[src/rtl/nios_system_sysid_reader_pkg.sv]
// Shared definitions for the system ID / timestamp reader.
// Holds the FSM state encoding, the Avalon-MM word addresses of the two
// sysid registers and the phase counter width. Imported by the RTL and
// by the testbench so both agree on encodings.
package nios_system_sysid_reader_pkg;

  // FSM states of the read sequence
  typedef enum logic [2:0] {
    IDLE    = 3'd0,
    REQ_ID  = 3'd1,
    WAIT_ID = 3'd2,
    REQ_TS  = 3'd3,
    WAIT_TS = 3'd4,
    FINISH  = 3'd5
  } state_e;

  // Word addresses inside the sysid slave
  localparam logic ADDR_ID = 1'b0;
  localparam logic ADDR_TS = 1'b1;

  // Width of the per-phase cycle counter
  localparam int unsigned PHASE_CNT_W = 16;

  // True in the states that present a read request on the bus
  function automatic logic is_request(input state_e s);
    return (s == REQ_ID) || (s == REQ_TS);
  endfunction

endpackage

[src/rtl/nios_system_sysid_reader_timer.sv]
// Phase timer for the sysid reader.
// Counts cycles spent in one read phase (request plus wait) and flags
// when the phase has used up its budget of TIMEOUT_CYCLES cycles.
// Ports:
//   clock   - rising-edge clock
//   reset   - asynchronous active-high reset, clears the count
//   clear   - restart the count at zero on the next edge (phase entry)
//   enable  - a phase is in progress, count this cycle
//   expired - this is the last cycle of the phase budget
module nios_system_sysid_reader_timer
  import nios_system_sysid_reader_pkg::*;
#(
  parameter int unsigned TIMEOUT_CYCLES = 255
) (
  input  logic clock,
  input  logic reset,
  input  logic clear,
  input  logic enable,
  output logic expired
);

  localparam logic [PHASE_CNT_W-1:0] LIMIT = PHASE_CNT_W'(TIMEOUT_CYCLES - 1);

  logic [PHASE_CNT_W-1:0] count_d;
  logic [PHASE_CNT_W-1:0] count_q;

  // Clear wins over counting so a phase that starts right after another
  // one always begins at zero. The FSM leaves the phase at LIMIT, so the
  // counter never wraps.
  always_comb begin
    count_d = count_q;
    if (clear) begin
      count_d = '0;
    end else if (enable) begin
      count_d = count_q + 1'b1;
    end
  end

  // Count register
  always_ff @(posedge clock or posedge reset) begin
    if (reset) begin
      count_q <= '0;
    end else begin
      count_q <= count_d;
    end
  end

  // First phase cycle sees count 0, so LIMIT is reached on cycle
  // number TIMEOUT_CYCLES of the phase.
  assign expired = enable && (count_q == LIMIT);

endmodule

[src/rtl/nios_system_sysid_reader.sv]
// Reads the system ID and then the timestamp from an Avalon-MM sysid
// slave, one outstanding read at a time, and reports whether the ID
// matches EXPECTED_ID. Each read phase is bounded by a cycle budget.
// Ports:
//   clock, reset         - clock and asynchronous active-high reset
//   start                - request one ID/timestamp sequence (ignored while busy)
//   avm_*                - Avalon-MM read master (address 0 = ID, 1 = timestamp)
//   id_value, timestamp  - last captured values
//   busy                 - sequence in progress
//   done                 - one-cycle pulse at sequence end (success or timeout)
//   id_match             - sticky, ID equalled EXPECTED_ID on the last success
//   timeout              - sticky, last sequence was aborted by the timer
module nios_system_sysid_reader
  import nios_system_sysid_reader_pkg::*;
#(
  parameter logic [31:0] EXPECTED_ID    = 32'd1738232517,
  parameter int unsigned TIMEOUT_CYCLES = 255
) (
  input  logic        clock,
  input  logic        reset,
  input  logic        start,
  output logic        avm_address,
  output logic        avm_read,
  input  logic        avm_waitrequest,
  input  logic        avm_readdatavalid,
  input  logic [31:0] avm_readdata,
  output logic [31:0] id_value,
  output logic [31:0] timestamp,
  output logic        busy,
  output logic        done,
  output logic        id_match,
  output logic        timeout
);

  state_e state_d;
  state_e state_q;

  logic        accept;
  logic        capture_id;
  logic        capture_ts;
  logic        timed_out;
  logic        timer_clear;
  logic        timer_enable;
  logic        timer_expired;

  logic [31:0] id_value_d,  id_value_q;
  logic [31:0] timestamp_d, timestamp_q;
  logic        done_d,      done_q;
  logic        id_match_d,  id_match_q;
  logic        timeout_d,   timeout_q;

  assign accept = avm_read && !avm_waitrequest;

  nios_system_sysid_reader_timer #(
    .TIMEOUT_CYCLES(TIMEOUT_CYCLES)
  ) u_timer (
    .clock  (clock),
    .reset  (reset),
    .clear  (timer_clear),
    .enable (timer_enable),
    .expired(timer_expired)
  );

  // State register
  always_ff @(posedge clock or posedge reset) begin
    if (reset) begin
      state_q <= IDLE;
    end else begin
      state_q <= state_d;
    end
  end

  // Next-state logic. Data arriving in the acceptance cycle skips the
  // WAIT state, and a capture always beats the timer in the same cycle.
  always_comb begin
    state_d     = state_q;
    capture_id  = 1'b0;
    capture_ts  = 1'b0;
    timed_out   = 1'b0;
    timer_clear = 1'b0;
    unique case (state_q)
      IDLE: begin
        if (start) begin
          state_d     = REQ_ID;
          timer_clear = 1'b1;
        end
      end
      REQ_ID: begin
        if (accept && avm_readdatavalid) begin
          capture_id  = 1'b1;
          state_d     = REQ_TS;
          timer_clear = 1'b1;
        end else if (timer_expired) begin
          timed_out = 1'b1;
          state_d   = IDLE;
        end else if (accept) begin
          state_d = WAIT_ID;
        end
      end
      WAIT_ID: begin
        if (avm_readdatavalid) begin
          capture_id  = 1'b1;
          state_d     = REQ_TS;
          timer_clear = 1'b1;
        end else if (timer_expired) begin
          timed_out = 1'b1;
          state_d   = IDLE;
        end
      end
      REQ_TS: begin
        if (accept && avm_readdatavalid) begin
          capture_ts = 1'b1;
          state_d    = FINISH;
        end else if (timer_expired) begin
          timed_out = 1'b1;
          state_d   = IDLE;
        end else if (accept) begin
          state_d = WAIT_TS;
        end
      end
      WAIT_TS: begin
        if (avm_readdatavalid) begin
          capture_ts = 1'b1;
          state_d    = FINISH;
        end else if (timer_expired) begin
          timed_out = 1'b1;
          state_d   = IDLE;
        end
      end
      FINISH: begin
        state_d = IDLE;
      end
      default: begin
        state_d = IDLE;
      end
    endcase
  end

  // Bus and status outputs decoded from the current state
  always_comb begin
    avm_read     = is_request(state_q);
    avm_address  = ((state_q == REQ_TS) || (state_q == WAIT_TS)) ? ADDR_TS : ADDR_ID;
    busy         = (state_q != IDLE);
    timer_enable = (state_q == REQ_ID) || (state_q == WAIT_ID) ||
                   (state_q == REQ_TS) || (state_q == WAIT_TS);
  end

  // Captured data and result flags. id_match is evaluated as the FSM
  // enters FINISH so it is already valid while done is high.
  always_comb begin
    id_value_d  = id_value_q;
    timestamp_d = timestamp_q;
    done_d      = capture_ts || timed_out;
    id_match_d  = id_match_q;
    timeout_d   = timeout_q;
    if (capture_id) begin
      id_value_d = avm_readdata;
    end
    if (capture_ts) begin
      timestamp_d = avm_readdata;
      id_match_d  = (id_value_q == EXPECTED_ID);
    end
    if ((state_q == IDLE) && start) begin
      id_match_d = 1'b0;
      timeout_d  = 1'b0;
    end
    if (timed_out) begin
      id_match_d = 1'b0;
      timeout_d  = 1'b1;
    end
  end

  // Result registers
  always_ff @(posedge clock or posedge reset) begin
    if (reset) begin
      id_value_q  <= '0;
      timestamp_q <= '0;
      done_q      <= 1'b0;
      id_match_q  <= 1'b0;
      timeout_q   <= 1'b0;
    end else begin
      id_value_q  <= id_value_d;
      timestamp_q <= timestamp_d;
      done_q      <= done_d;
      id_match_q  <= id_match_d;
      timeout_q   <= timeout_d;
    end
  end

  assign id_value  = id_value_q;
  assign timestamp = timestamp_q;
  assign done      = done_q;
  assign id_match  = id_match_q;
  assign timeout   = timeout_q;

endmodule

[config.mk]
export PLATFORM = sky130hd
export DESIGN_NAME = nios_system_sysid_reader
export DESIGN_NICKNAME = d
export VERILOG_FILES = /design/src/rtl/nios_system_sysid_reader_pkg.sv /design/src/rtl/nios_system_sysid_reader_timer.sv /design/src/rtl/nios_system_sysid_reader.sv
export SDC_FILE = /design/constraint.sdc
export NUM_CORES = 1
export LEC_CHECK = 0
export BUFFER_PORTS_ARGS = -buffer_cell sky130_fd_sc_hd__buf_2
export CAP_MARGIN = 20
export CORE_MARGIN = 1
export CORE_UTILIZATION = 40
export DETAILED_ROUTE_END_ITERATION = 8
export GPL_ROUTABILITY_DRIVEN = 0
export GPL_TIMING_DRIVEN = 0
export PLACE_DENSITY = 0.73
export SETUP_SLACK_MARGIN = 0.4
export SLEW_MARGIN = 20
export SYNTH_ARGS = -nofsm -noshare
export SYNTH_HDL_FRONTEND = slang
export SYNTH_SLANG_ARGS = --single-unit
[constraint.sdc]
create_clock -name clock -period 7.45 [get_ports clock]
set_clock_uncertainty 0.15 [all_clocks]
set_input_delay 2.235 -clock clock [delete_from_list [all_inputs] [get_ports clock]]
set_output_delay 2.235 -clock clock [all_outputs]
set_load 0.005 [all_outputs]
-- Word level (Yosys, flattened, before mapping)
Index checks and enable logic that the tools add are counted.
- flip-flop bits (word level): 86
- output and inout bits: 70
- logic and storage cells: 65
- add/sub/neg operators: 1
- equal/unequal tests: 9
- muxes and demuxes: 29
- reduce and logical (&&, ||, !) cells: 19
- operator list (operator ; number):
    32-bit by 31-bit equality test with 1-bit output (second input constant) ; 1
    16-bit 2-to-1 mux ; 2
    3-bit 2-to-1 mux ; 10
    16-bit by 1-bit adder with 16-bit output (second input constant) ; 1
    16-bit by 8-bit equality test with 1-bit output (second input constant) ; 1
    3-bit case mux with 5 select lines ; 1
    1-bit 2-to-1 mux ; 12
    4-bit inequality test (second input constant) ; 2
    3-bit by 2-bit equality test with 1-bit output (second input constant) ; 2
    1-bit logical OR ; 6
    1-bit case mux with 2 select lines ; 3
    3-bit nonzero test ; 2
    1-bit logical AND ; 4
    2-bit nonzero test ; 2
    2-bit OR reduction ; 2
    3-bit by 1-bit equality test with 1-bit output (second input constant) ; 1
    3-bit equality test (second input constant) ; 1
    3-bit zero test ; 1
    1-bit case mux with 3 select lines ; 1
    3-bit AND reduction ; 1
    2-bit inequality test (second input constant) ; 1
    1-bit zero test ; 1

-- Logic depth before layout (Yosys ltp)
- depth in word-level cells: 9
- depth in mapped cells: 6
- depth with buffers taken out: 6

-- Cells and area by module
A second synthesis with hierarchy kept.
- cells, all modules: 289
- area total of the unflattened synthesis: 3793.6 um^2
- by module, submodules not included (module ; times used ; cells an instance ; area each (um^2) ; seq. area each (um^2)):
    nios_system_sysid_reader ; 1 ; 201 ; 2942.8 ; 1751.7
    nios_system_sysid_reader_timer ; 1 ; 88 ; 850.8 ; 400.4

-- Least setup slack after synthesis
OpenSTA, ideal clock, no wires.
- path kind: input to register
- from: input port avm_readdatavalid
- to: register id_value_q[0], in the netlist id_value[0]
- arrival time: 3274 ps
- required time: 7172 ps
- slack: 3898 ps
- stages: 5
- path through: clkbuf_1 > nor2b_1 > o21ai_2 > buf_2 > mux2_1
- word-level cells in the longest chain between the ends: 3
- elaborated cells on any way between the ends: 4
- classes of those cells: 3 x mux; 1 x reduce/logical
- RTL lines (element ; RTL line ; text):
    from (decl) ; nios_system_sysid_reader.sv:25 ; input logic avm_readdatavalid,
    1-bit logical AND ; nios_system_sysid_reader.sv:89 ; if (accept && avm_readdatavalid) begin
    1-bit 2-to-1 mux ; nios_system_sysid_reader.sv:89 ;
    1-bit case mux with 2 select lines * ; nios_system_sysid_reader.sv:81 ; unique case (state_q)
    to (signal assigned) ; nios_system_sysid_reader.sv:182 ; id_value_q <= id_value_d;
    to (decl) ; nios_system_sysid_reader.sv:46 ; logic [31:0] id_value_d, id_value_q;
Mark *: on every way between the ends. The rest lies on a longest branch, timed or not.
A chain may end at the register's enable or synchronous reset.

-- Final worst setup path
- from: register state_q[0]
- to: output port avm_address
- word-level cells in the longest chain between the ends: 3
- elaborated cells on any way between the ends: 4
- classes of those cells: 2 x eq/ne; 1 x mux; 1 x reduce/logical
- RTL lines (element ; RTL line ; text):
    from (decl) ; nios_system_sysid_reader.sv:36 ; state_e state_q;
    from (signal assigned) ; nios_system_sysid_reader.sv:69 ; state_q <= state_d;
    3-bit by 2-bit equality test with 1-bit output or 3-bit equality test (tied branches) ; nios_system_sysid_reader.sv:142 ; avm_address = ((state_q == REQ_TS) || (state_q == WAIT_TS)) ? ADDR_TS : ADDR_ID;
    1-bit logical OR * ; nios_system_sysid_reader.sv:142 ;
    1-bit 2-to-1 mux * ; nios_system_sysid_reader.sv:142 ;
    to (decl) ; nios_system_sysid_reader.sv:22 ; output logic avm_address,
Marks and branches as above.

==> run metrics <==
Leak 0.00219 uW; Compound-Gate Fraction of Synth Area 6.40%; peak supply drop 195 uV; CTS clk-pin slew, worst paths 0.09 ns; Tcrit/Tclk final 53.7%; slew margin rel. 67.9%; fraction of registers with async set/reset 100%; hold endpoint timestamp[25]$_DFFE_PP0P_; core area 9280 um2; crit-path max FO 10; mux share of post-synthesis cell area 19.0%; Worst EP required 5.07 ns; final core occ 51.2%; num ports 107; syn avg cell area 12.9 um2; FF-to-FF Start state_q[1]$_DFFE_PP0P_; Antenna diodes 0; gr usage total 17.8%; post-place setup slack 3.46 ns; Simple-Gate Fraction of Synth Area 14.1%; row cnt 35; syn nets 338; wire per inst 15.2 um; hold crit path type flip-flop to flip-flop; via count of the first global-routing pass 2852; antenna viol nets, final 0; clock root buffer clkbuf_8; main combinational cell family by area after synthesis multiplexers; reg2reg setup slack 5.32 ns; most frequent cells after synthesis dfrtp_1 (86), mux2_1 (64), nor2_1 (14); #FFs+latches synth 86; Post-CTS Setup Inserts 0; PortBufs 106; register area share after synthesis 55.9%; Die Height 100 um; Post-DP HPWL 6280 um; Final Hold Fails 0; setup TNS 0 ns; layout net count 456; Die Wd 100 um; critical path endpoint category output port; Worst R2R Path Depth 5; final setup vio count 0; Crit Reg-Reg Endpoint id_value[7]$_DFFE_PP0P_; Synth Area in XOR/XNOR 1.37%; global-route wire length before repair 13700 um; CP Buf/Inv Count 2; Num CTS Buffers 9; fmax 250 MHz; startpoint of the worst hold path timestamp[25]$_DFFE_PP0P_; top cells by area, synth dfrtp_1 (56%), mux2_1 (19%), nand4_1 (1.5%), nor2_1 (1.4%), a21oi_1 (1.3%); initial antenna violation count 0; Crit Path Class flip-flop to output port; CP startpoint state_q[0]$_DFFE_PP0P_; H-tree level count 3; unrepaired setup endpoints after global routing no; post-cts hold buffer count 0; number of max-cap violations 0; DRC viols 0; DR vias 2824; top_reg_cell synth dfrtp_1; cell with the most instances after synthesis dfrtp_1; slew at the pin closest to its max-slew limit 0.475 ns; delay-heaviest family, CP simple AND/OR/NAND/NOR gates; largest net degree at the start of global routing 52; post_cts resized 0; Critical Path AT 1.62 ns; drt via density 5.13; post-synth cell types 46; Clock Path Buffers 2; layout cell share with drive strength beyond 1 34.1%; area grow syn2layout 23.4%; shortest period the worst path allows 4.00 ns; Crit-path slowest cell dfrtp_1; Synth area leader dfrtp_1; Post-Syn Area 3850 um2; die area 10000 um2; Yosys top cell area share 55.9%; clock latency on the worst-skew pair 0.36 ns; Mapped Cells 299; post-synthesis adder-cell area fraction 0.650%; status finished clean; Routed WL 8370 um; WHS 0.339 ns; final setup margin 3.45 ns; Pins Over Slew Limit 0; Yosys Warn Count 0; largest stage delay on the critical path 0.44 ns; Hold Path Depth 1; PD cells 369 nW/um2; CTS tree built; DRT Pass-1 Iters 4; EDFF count, synth 0; CTS sink cnt 86; Setup crit start kind flip-flop; drt initial violations 93; Initial Util 41.5%; crit path cell chain buf_2 -> nor2b_1 -> nand2_1 -> nand2_1 -> buf_2; GRT overflow 0
-- through the flow --
stage          instance area [um2]  instances  total power, uW
3_5_place_dp                  4570        535             1470
5_1_grt                       4750        551             1890
4_1_cts                       4750        551             1780
6_report                      4750        551             1750
2_1_floorplan                 3850        299             1170
3_3_place_gp                  4540        534             1440
-- cells in the final DEF, fill, tap and decap left out, types with 3 or more instances in the layout --
| cell | instances |
|---|---|
| a211oi_1 | 4 |
| a21oi_1 | 10 |
| and2_1 | 4 |
| buf_2 | 116 |
| clkbuf_1 | 3 |
| clkbuf_8 | 9 |
| clkinvlp_4 | 3 |
| dfrtp_1 | 86 |
| inv_1 | 6 |
| mux2_1 | 64 |
| nand2_1 | 12 |
| nand3_1 | 4 |
| nand4_1 | 9 |
| nor2_1 | 14 |
| nor2b_1 | 4 |
| nor3_1 | 4 |
| nor4bb_1 | 3 |
| o21ai_0 | 4 |
| o31ai_1 | 6 |
| or3_1 | 4 |
| or4_1 | 6 |
| xor2_1 | 5 |
-- layout make-up --
cell class              count  area, um2
well taps                 129        161
plain buffers              14       72.6
clock inverters             7       56.3
fillers                   850       4530
repair buffers            107        558
multi-input cells         192       1600
inverters                   7       28.8
clock buffers               9        124
flip-flops and latches     86       2150
-- kinds of logic (layout without fill, tap and decap cells) --
group,count (synthesis),count (layout)
XOR/XNOR,6,6
AO/OA/AOI/OAI,35,35
adder cells (fa/ha/maj),2,2
multiplexers,65,65
flip-flops,86,86
buffers and inverters,21,144
AND/OR/NAND/NOR,84,84
-- where the power goes --
group	internal [uW]	total, uW	leakage, uW	switching, uW
clock	124	304	0.0000838	179
sequential	663	791	0.00106	128
combinational	340	660	0.00105	320
total	1130	1750	0.00219	627
-- how the worst max path moves through the flow --
stage,to,slack (ns),cells after the start
3_5_place_dp,timestamp[4]$_DFFE_PP0P_,3.46,5
5_1_grt,avm_address,3.32,5
3_3_place_gp,timestamp[31]$_DFFE_PP0P_,1.82,2
4_1_cts,avm_address,3.45,5
2_1_floorplan,done$_DFF_PP0_,2.84,1
6_report,avm_address,3.45,5
-- per-layer routing --
metal / GRT usage (%) / wire length, um
met5: 0 / 0
met4: 6.35 / 131
met3: 5.08 / 366
met2: 31.1 / 4170
met1: 21.1 / 3700
-- registers in the layout (all words and copies together) (netlist names) --
register         flops
state_q              3
timestamp           32
id_value            32
id_match             1
done                 1
timeout              1
u_timer.count_q     16
Note: power is estimated with default switching activity, not from simulation.
